==> src/rtl/teg_cc_ctrl.sv <==
// Lookup/refill sequencer for a 64-entry direct-mapped tag store: init sweep, hit/miss lookup, refill and flush.
// Optional hit/miss statistics counters are enabled with `define YSYX22040228_CC_STAT_EN.
module teg_cc_ctrl #(
    parameter int ADDR_W = 64,
    parameter int IDX_W  = 6,
    parameter int OFF_W  = 4,
    parameter int TAG_W  = ADDR_W - IDX_W - OFF_W
) (
    input  logic              clk,
    input  logic              rst,
    input  logic              req_valid,
    input  logic [ADDR_W-1:0] req_addr,
    output logic              req_ready,
    output logic              resp_valid,
    output logic              resp_hit,
    output logic              refill_req,
    output logic [ADDR_W-1:0] refill_addr,
    input  logic              refill_ack,
    input  logic              flush_i,
    output logic              flush_done,
    output logic [IDX_W-1:0]  tag_addr_o,
    output logic [TAG_W-1:0]  tag_o,
    output logic              tag_valid_o,
    output logic              tag_ena_o,
    input  logic [TAG_W-1:0]  tag_data_i,
`ifdef YSYX22040228_CC_STAT_EN
    output logic [31:0]       hit_cnt,
    output logic [31:0]       miss_cnt,
`endif
    input  logic              tag_data_valid_i
);

    localparam int CNT_W = IDX_W + 1;

    typedef enum logic [2:0] {
        ST_INIT   = 3'd0,
        ST_IDLE   = 3'd1,
        ST_LOOKUP = 3'd2,
        ST_MISS   = 3'd3,
        ST_FILL   = 3'd4,
        ST_RESP   = 3'd5,
        ST_FLUSH  = 3'd6
    } state_e;

    state_e              state_q, state_d;
    logic [CNT_W-1:0]    cnt_q, cnt_d;
    logic [ADDR_W-1:0]   addr_q, addr_d;
    logic                flush_pend_q, flush_pend_d;
    logic                resp_valid_q, resp_valid_d;
    logic                resp_hit_q, resp_hit_d;
    logic                refill_req_q, refill_req_d;
    logic [ADDR_W-1:0]   refill_addr_q, refill_addr_d;
    logic                flush_done_q, flush_done_d;
    logic [IDX_W-1:0]    tag_idx_q, tag_idx_d;
    logic [TAG_W-1:0]    tag_wdata_q, tag_wdata_d;
    logic                tag_valid_q, tag_valid_d;
    logic                tag_ena_q, tag_ena_d;

    logic [TAG_W-1:0]    lookup_tag_s;
    logic [IDX_W-1:0]    lookup_idx_s;
    logic                hit_s;

    assign lookup_tag_s = addr_q[ADDR_W-1 -: TAG_W];
    assign lookup_idx_s = addr_q[OFF_W +: IDX_W];
    assign hit_s        = tag_data_valid_i && (tag_data_i == lookup_tag_s);

    // The index goes out combinationally on accept so the registered read lands in LOOKUP.
    assign req_ready   = (state_q == ST_IDLE) && !flush_pend_q && !flush_i;
    assign tag_addr_o  = (state_q == ST_IDLE) ? req_addr[OFF_W +: IDX_W] : tag_idx_q;
    assign resp_valid  = resp_valid_q;
    assign resp_hit    = resp_hit_q;
    assign refill_req  = refill_req_q;
    assign refill_addr = refill_addr_q;
    assign flush_done  = flush_done_q;
    assign tag_o       = tag_wdata_q;
    assign tag_valid_o = tag_valid_q;
    assign tag_ena_o   = tag_ena_q;

    // Next-state and next-output decode; outputs register the action of the state being entered.
    always_comb begin
        state_d       = state_q;
        cnt_d         = cnt_q;
        addr_d        = addr_q;
        flush_pend_d  = flush_pend_q;
        resp_valid_d  = 1'b0;
        resp_hit_d    = 1'b0;
        refill_req_d  = 1'b0;
        refill_addr_d = refill_addr_q;
        flush_done_d  = 1'b0;
        tag_idx_d     = tag_idx_q;
        tag_wdata_d   = {TAG_W{1'b0}};
        tag_valid_d   = 1'b0;
        tag_ena_d     = 1'b0;

        case (state_q)
            ST_INIT, ST_FLUSH: begin
                // Counter MSB set means index 63 has been written; one extra cycle returns to IDLE.
                if (cnt_q[IDX_W] == 1'b0) begin
                    tag_ena_d = 1'b1;
                    tag_idx_d = cnt_q[IDX_W-1:0];
                    cnt_d     = cnt_q + CNT_W'(1);
                end else begin
                    state_d      = ST_IDLE;
                    cnt_d        = {CNT_W{1'b0}};
                    flush_done_d = (state_q == ST_FLUSH);
                end
            end
            ST_IDLE: begin
                if (flush_i || flush_pend_q) begin
                    state_d      = ST_FLUSH;
                    cnt_d        = {CNT_W{1'b0}};
                    flush_pend_d = 1'b0;
                end else if (req_valid) begin
                    addr_d  = req_addr;
                    state_d = ST_LOOKUP;
                end else begin
                    state_d = ST_IDLE;
                end
            end
            ST_LOOKUP: begin
                flush_pend_d = flush_pend_q || flush_i;
                if (hit_s) begin
                    state_d      = ST_RESP;
                    resp_valid_d = 1'b1;
                    resp_hit_d   = 1'b1;
                end else begin
                    state_d       = ST_MISS;
                    refill_req_d  = 1'b1;
                    refill_addr_d = {lookup_tag_s, lookup_idx_s, {OFF_W{1'b0}}};
                end
            end
            ST_MISS: begin
                flush_pend_d = flush_pend_q || flush_i;
                if (refill_ack) begin
                    state_d     = ST_FILL;
                    tag_ena_d   = 1'b1;
                    tag_idx_d   = lookup_idx_s;
                    tag_wdata_d = lookup_tag_s;
                    tag_valid_d = 1'b1;
                end else begin
                    refill_req_d = 1'b1;
                end
            end
            ST_FILL: begin
                flush_pend_d = flush_pend_q || flush_i;
                state_d      = ST_RESP;
                resp_valid_d = 1'b1;
            end
            ST_RESP: begin
                flush_pend_d = flush_pend_q || flush_i;
                state_d      = ST_IDLE;
            end
            default: begin
                state_d = ST_INIT;
                cnt_d   = {CNT_W{1'b0}};
            end
        endcase
    end

    // State, sweep counter, latched request and registered outputs.
    always_ff @(posedge clk or negedge rst) begin
        if (!rst) begin
            state_q       <= ST_INIT;
            cnt_q         <= {CNT_W{1'b0}};
            addr_q        <= {ADDR_W{1'b0}};
            flush_pend_q  <= 1'b0;
            resp_valid_q  <= 1'b0;
            resp_hit_q    <= 1'b0;
            refill_req_q  <= 1'b0;
            refill_addr_q <= {ADDR_W{1'b0}};
            flush_done_q  <= 1'b0;
            tag_idx_q     <= {IDX_W{1'b0}};
            tag_wdata_q   <= {TAG_W{1'b0}};
            tag_valid_q   <= 1'b0;
            tag_ena_q     <= 1'b0;
        end else begin
            state_q       <= state_d;
            cnt_q         <= cnt_d;
            addr_q        <= addr_d;
            flush_pend_q  <= flush_pend_d;
            resp_valid_q  <= resp_valid_d;
            resp_hit_q    <= resp_hit_d;
            refill_req_q  <= refill_req_d;
            refill_addr_q <= refill_addr_d;
            flush_done_q  <= flush_done_d;
            tag_idx_q     <= tag_idx_d;
            tag_wdata_q   <= tag_wdata_d;
            tag_valid_q   <= tag_valid_d;
            tag_ena_q     <= tag_ena_d;
        end
    end

`ifdef YSYX22040228_CC_STAT_EN
    logic [31:0] hit_cnt_q, hit_cnt_d;
    logic [31:0] miss_cnt_q, miss_cnt_d;

    assign hit_cnt  = hit_cnt_q;
    assign miss_cnt = miss_cnt_q;

    // Saturating hit/miss counters, cleared when a flush sweep completes.
    always_comb begin
        hit_cnt_d  = hit_cnt_q;
        miss_cnt_d = miss_cnt_q;
        if (flush_done_d) begin
            hit_cnt_d  = 32'd0;
            miss_cnt_d = 32'd0;
        end else if (resp_valid_q && resp_hit_q && (hit_cnt_q != 32'hFFFF_FFFF)) begin
            hit_cnt_d = hit_cnt_q + 32'd1;
        end else if (resp_valid_q && !resp_hit_q && (miss_cnt_q != 32'hFFFF_FFFF)) begin
            miss_cnt_d = miss_cnt_q + 32'd1;
        end else begin
            hit_cnt_d  = hit_cnt_q;
            miss_cnt_d = miss_cnt_q;
        end
    end

    // Statistics registers.
    always_ff @(posedge clk or negedge rst) begin
        if (!rst) begin
            hit_cnt_q  <= 32'd0;
            miss_cnt_q <= 32'd0;
        end else begin
            hit_cnt_q  <= hit_cnt_d;
            miss_cnt_q <= miss_cnt_d;
        end
    end
`endif

endmodule

==> config.mk <==
export PLATFORM = sky130hd
export DESIGN_NAME = teg_cc_ctrl
export DESIGN_NICKNAME = d
export VERILOG_FILES = /design/src/rtl/teg_cc_ctrl.sv
export SDC_FILE = /design/constraint.sdc
export NUM_CORES = 1
export LEC_CHECK = 0
export ABC_CLOCK_PERIOD_IN_PS = 2460
export CAP_MARGIN = 20
export CORE_MARGIN = 10
export CORE_UTILIZATION = 47
export DETAILED_ROUTE_END_ITERATION = 8
export PLACE_DENSITY_LB_ADDON = 0.05
export SYNTH_ARGS = -nofsm -noshare
export SYNTH_HDL_FRONTEND = slang
export SYNTH_SLANG_ARGS = --single-unit
export TNS_END_PERCENT = 10
==> constraint.sdc <==
create_clock -name clk -period 2.46 [get_ports clk]
set_input_delay 0.246 -clock clk [delete_from_list [all_inputs] [get_ports clk]]
set_output_delay 0.246 -clock clk [all_outputs]
set_load 0.02 [all_outputs]
==> results of run 1 <==
==> cells by family after synthesis <==
logic type / Yosys count / synth area share, %
buffers and inverters: 38 / 2.44
AND/OR/NAND/NOR: 145 / 10.0
multiplexers: 132 / 20.4
other: 1 / 0.0451
flip-flops: 197 / 59.2
adder cells (fa/ha/maj): 1 / 0.150
AO/OA/AOI/OAI: 41 / 3.38
XOR/XNOR: 41 / 4.31
==> worst max-delay path, cell delays in order (launching register included) <==
cell     delay [ps]
dfrtp_1         430
xnor2_2         250
buf_4           170
nand4_1         100
nor4_1          310
and3_1          280
a31oi_4         130
buf_12          230
mux2_4          320
==> layout make-up <==
type                       instances  area share (%)
multi-input combinational        364            27.3
tap                              225            2.38
timing repair buffer             275            23.2
clock inverter                    10            1.03
antenna                            6           0.127
clock buffer                      22            3.84
sequential                       197            41.7
inverter                          11           0.349
==> sequential cells by signal (all words and copies together), names as in the netlist <==
register,count
resp_valid,1
tag_o,54
tag_ena_o,1
flush_pend_q,1
addr_q,60
refill_addr,60
refill_req,1
tag_idx_q,6
flush_done,1
resp_hit,1
cnt_q,7
state_q,3
tag_valid_o,1
==> worst max-delay path by stage <==
stage / start / end / slack [ps] / cells past startpoint
final: addr_q[45] / refill_addr[9] / 100 / 8
after detailed placement: tag_data_i[35] / refill_addr[51] / -260 / 9
after global placement: tag_data_i[35] / refill_addr[10] / -170 / 9
after CTS: addr_q[45] / refill_addr[51] / 30 / 8
after floorplan: state_q[2] / addr_q[10] / 160 / 5
after global routing: addr_q[54] / refill_addr[53] / 4 / 7
==> synth_stat cells (4+ instances only) <==
cell      instances  area share, %
dfrtp_1         197             59
mux2_2           67            9.1
mux2_4           59             11
and2_1           49            3.7
xnor2_1          36            3.8
nand4_1          18            1.4
nand2_1          16           0.72
nor2_1           15           0.68
nand2b_1         14            1.1
o21ai_0          14           0.84
inv_1            11           0.50
buf_1             9           0.41
clkbuf_1          8           0.36
nor3_1            8           0.48
a21oi_1           6           0.36
buf_6             6           0.81
mux2i_1           6           0.72
nor4_1            6           0.45
nor2b_1           5           0.38
xor2_1            5           0.53
buf_4             4           0.36
nand3_1           4           0.24
o22ai_1           4           0.30
==> power by group <==
part	total (W)	internal [W]	switching, W
Sequential	0.00537	0.00441	0.000951
Clock	0.00274	0.00154	0.00120
Combinational	0.00629	0.00344	0.00285
==> per-layer routing <==
layer  part of all wire (%)  global-route usage, %
met5                      0                      0
met4                    3.0                   8.58
met3                    7.2                   6.20
met2                     49                   32.6
met1                     41                   24.6
==> through the flow <==
| step | setup slack, ps | hold WS [ps] | total power (W) | instance area [sq um] |
|---|---|---|---|---|
| floorplan | 155 | -49.6 | 0.00901 | 8330 |
| global placement | -170 | 306 | 0.0116 | 11200 |
| detailed placement | -258 | 312 | 0.0118 | 11200 |
| CTS | 30.4 | 409 | 0.0145 | 11800 |
| global route | 4.19 | 414 | 0.0152 | 11800 |
| finish | 102 | 410 | 0.0144 | 11800 |
==> what timing repair did <==
| action | CTS | global route |
|---|---|---|
| hold buffers | 1 | 0 |
| cloned | 0 | 0 |
| resized for setup | 6 | 4 |
| hold endpoints to repair | 71 | 0 |
| endpoints found under the setup margin | 6 | 62 |
==> metrics.yaml, run 1 <==
r2r-end: "refill_addr[9]"
grt_pass1_vias: 6196
drive_gt1_share_pct: 21.7
post_cts_buffers: 0
worst_pin_slew_ps: 612
wl_mm: 23.8
hold_violations: 0
antenna_found_initial: 4
avgViaCountPerCell: 5.11
layout_common_cells: "clkdlybuf4s50_1, dfrtp_1, mux2_2, mux2_4, and2_1"
die_w_um: 153
fillers: 1287
cts_tree: "done"
wl_per_cell_um: 21.4
grt_pass1_wl_mm: 36.9
grt_max_degree: 76
gp_congestion: 0.926
die-height_um: 153
postRouteAntennaNets: 0
vdd_ir_drop_max_mv: 0.589
worst_setup_path_start_kind: "flop"
clock_latency_ps: 430
initial_utilization_pct: 48.0
worstPathArrival_ps: 2670
num_vias: 5667
setup_violations: 0
clockBufferDepth: 2
dp_cells: 1071
ctsRootBufferMaster: "clkbuf_16"
setup_tns_ps: 0
seqCellArea_sq_um: 4930
synth-seq-cells: 197
die_area_sq_um: 23400
ios: 255
num_rows: 48
p_per_area_nw_per_um2: 1220
criticalPathCategory: "reg2reg"
ys_seq_area_share_pct: 59.2
grt_overflow: 0
multiInputGateArea_sq_um: 3230
synthArstFlopShare_pct: 100
path_max_fanout: 33
cts_buffers: 17
area_delta_synth_final_pct: 42.0
synth_edf_count: 0
syn_area_sq_um: 8320
outcome: "finished clean"
drt_iter0_drc: 296
p_leak_nw: 5.28
clk_pin_slew_ps: 70
cts_num_sinks: 197
synthFlopType: "dfrtp_1"
cap_violations: 0
crit_required_ps: 2770
r2r_setup_slack_ps: 100
drc: 0
hpwl_mm: 17.7
slew_headroom_pct: 59.2
htreeDepth: 4
yosys_warnings: 0
finClkSkew_ps: 7.62
fin_nets: 991
end_kind: "flop"
port_buffers: 246
core_area_sq_um: 17400
dr.pass1.iters: 4
r2r_cells: 8
fmax_mhz: 424
grt_usage_pct: 20.2
avgSynthCellArea_sq_um: 14.0
final_common_cell: "clkdlybuf4s50_1"
slew_viol_final: 0
ys_types: 49
synth_cells: 596
min_period_over_period_pct: 95.8
min_period_ps: 2360
rsz0062_at_grt: "false"
hold_class: "in2async"
fin_cells: 1110
timing.rr.start: "addr_q[45]"
postLayoutCoreUtil_pct: 68.1
No activity file was read; power rests on OpenSTA's default activity.
==> run 2, diff against run 1 <==
--- a/config.mk
+++ b/config.mk
@@ -9,9 +9,10 @@
 export CAP_MARGIN = 20
 export CORE_MARGIN = 10
 export CORE_UTILIZATION = 47
+export CTS_CLUSTER_SIZE = 25
 export DETAILED_ROUTE_END_ITERATION = 8
 export PLACE_DENSITY_LB_ADDON = 0.05
 export SYNTH_ARGS = -nofsm -noshare
 export SYNTH_HDL_FRONTEND = slang
 export SYNTH_SLANG_ARGS = --single-unit
-export TNS_END_PERCENT = 10
+export TNS_END_PERCENT = 30
==> results of run 2 <==
No change in the layout: final DEF, timing and power equal those of run 1.
==> run 3, diff against run 2 <==
--- a/config.mk
+++ b/config.mk
@@ -9,8 +9,8 @@
 export CAP_MARGIN = 20
 export CORE_MARGIN = 10
 export CORE_UTILIZATION = 47
-export CTS_CLUSTER_SIZE = 25
 export DETAILED_ROUTE_END_ITERATION = 8
+export GPL_TIMING_DRIVEN = 0
 export PLACE_DENSITY_LB_ADDON = 0.05
 export SYNTH_ARGS = -nofsm -noshare
 export SYNTH_HDL_FRONTEND = slang
==> metrics.yaml, run 3 (synthesis gave the netlist of run 1 again) <==
fin_nets: 995  # +0.40%
cts_buffers: 17  # unchanged
wl_mm: 24.1  # +1.4%
worst_setup_path_start_kind: "flop"
drc: 0  # unchanged
die_area_sq_um: 23400  # unchanged
grt_overflow: 0  # unchanged
hold_ws_ps: 405  # -5.06 ps
port_buffers: 246  # unchanged
htreeDepth: 4  # unchanged
crit_chain: "nand2b_2 -> nor2_4 -> buf_4 -> buf_4 -> mux2_2 -> dlygate4sd2_1"
slew_headroom_pct: 44.7  # -15 points
hold_class: "in2async"
criticalPathCategory: "reg2out"
wl_per_cell_um: 21.7  # +1.4%
slowest_delay_ps: 460  # +30 ps
fin_ws_ps: 18.1  # -84.1 ps
crit_top_cell: "buf_4"
worstPathArrival_ps: 2200  # -470 ps
ctsRootBufferMaster: "clkbuf_16"
hold_violations: 0  # unchanged
avgViaCountPerCell: 5.16  # +1.1%
drive_gt1_share_pct: 21.3  # -0.41 points
final_common_cell: "clkdlybuf4s50_1"
postRouteAntennaNets: 0  # unchanged
setup_violations: 0  # unchanged
drt_iter0_drc: 468  # +58%
slew_viol_final: 0  # unchanged
p_leak_nw: 5.26  # -0.35%
min_period_ps: 2440  # +84.1 ps
finClkSkew_ps: 12.5  # +4.89 ps
die-height_um: 153  # unchanged
path_delay_family: "buffers and inverters"
hpwl_mm: 18.4  # +3.8%
num_vias: 5728  # +1.1%
die_w_um: 153  # unchanged
grt_usage_pct: 20.6  # +0.36 points
cap_violations: 0  # unchanged
postLayoutCoreUtil_pct: 68.3  # +0.25 points
min_period_over_period_pct: 99.3  # +3.4 points
rsz0062_at_grt: "true"
p_per_area_nw_per_um2: 1230  # +1.4%
gp_congestion: 0.901  # -2.7%
vdd_ir_drop_max_mv: 0.567  # -3.8%
fmax_mhz: 410  # -3.4%
antenna_found_initial: 4  # unchanged
grt_max_degree: 106  # +39%
grt_pass1_vias: 6139  # -0.92%
outcome: "finished clean"
cts_tree: "done"
clk_pin_slew_ps: 60  # about the same
ios: 255  # unchanged
dr.pass1.iters: 5  # +1
core_area_sq_um: 17400  # unchanged
crit_required_ps: 2210  # -560 ps
clock_latency_ps: 430  # about the same
cpMaxStageDelayCell: "dfrtp_2"
path_max_fanout: 8  # -76%
dp_worst_setup_slack_ps: -510  # -252 ps
cts_num_sinks: 197  # unchanged
clockBufferDepth: 2  # unchanged
end_kind: "output port"
layout_common_cells: "clkdlybuf4s50_1, dfrtp_1, mux2_2, mux2_4, and2_1"
initial_utilization_pct: 48.0  # unchanged
grt_pass1_wl_mm: 37.2  # +0.77%
area_delta_synth_final_pct: 42.5
num_rows: 48  # unchanged
worst_pin_slew_ps: 822  # +210 ps
cp_num_buf_inv: 3  # +1
==> run 3: cell count changes in the layout (fill, tap and decap cells not counted), sizes merged <==
cell          previous run  this run
buf                     28        25
bufinv                   2         4
clkbuf                  23        28
clkinv                   4         3
clkinvlp                 1         2
diode                    6         3
dlygate4sd2              6         7
dlymetal6s2s             1         0
inv                     14        13
==> run 3: what timing repair did <==
action,CTS,global route
gates resized for setup,17,6
hold buffers,1,0
setup buffers,3,1
setup endpoints to repair,74,67
pin swaps,0,3
endpoints found under the hold margin,92,0
==> run 3: final timing paths <==
kind                                    from         endpoint  slack [ps]  depth (start not counted)
worst max-delay path              state_q[2]    tag_addr_o[3]          20                          6
worst min-delay path                     rst        tag_o[20]         400                          2
worst max register to register    addr_q[11]  refill_addr[55]          90                          7
worst min register to register  tag_idx_q[4]     tag_idx_q[4]         480                          2
max in group asynchronous                rst     tag_idx_q[0]        1100                          3
min in group clk                req_addr[17]       addr_q[17]         420                          2
==> run 3: worst register-to-register path: stages (launching register included) <==
cell	delay, ps
dfrtp_1	410
nor2b_1	170
a2111oi_2	370
nand4_1	210
nor3_4	340
a31oi_4	220
buf_6	230
mux2_4	320
==> run 3: stage by stage <==
step / setup TNS [ps] / std cells / total power, W / instance area (sq um)
after CTS: 0 / 1106 / 0.0147 / 11800
after global placement: -1360170 / 1070 / 0.0114 / 11100
final: 0 / 1110 / 0.0146 / 11900
after global routing: -49.1 / 1109 / 0.0154 / 11900
after floorplan: 0 / 599 / 0.00901 / 8330
after detailed placement: -30560 / 1071 / 0.0116 / 11100
==> run 3: per-layer routing <==
metal / global-route usage (%) / part of all wire (%)
met3: 6.93 / 7.2
met2: 33.6 / 50
met1: 25.0 / 40
met5: 0 / 0.033
met4: 6.77 / 1.9
==> run 3: final cells by class <==
cell class / instances / area, sq um
buffer: 27 / 163
timing repair buffer: 252 / 2530
sequential: 197 / 4930
antenna: 3 / 7.51
tap: 225 / 282
clock inverter: 11 / 171
multi-input combinational: 364 / 3270
clock buffer: 20 / 467
fill: 1230 / 5490
inverter: 11 / 41.3
==> run 3: power breakdown <==
group / leakage, nW / internal, W / switching [W]
logic: 2.42 / 0.00337 / 0.00290
clock network: 0.309 / 0.00178 / 0.00122
registers: 2.53 / 0.00441 / 0.000967
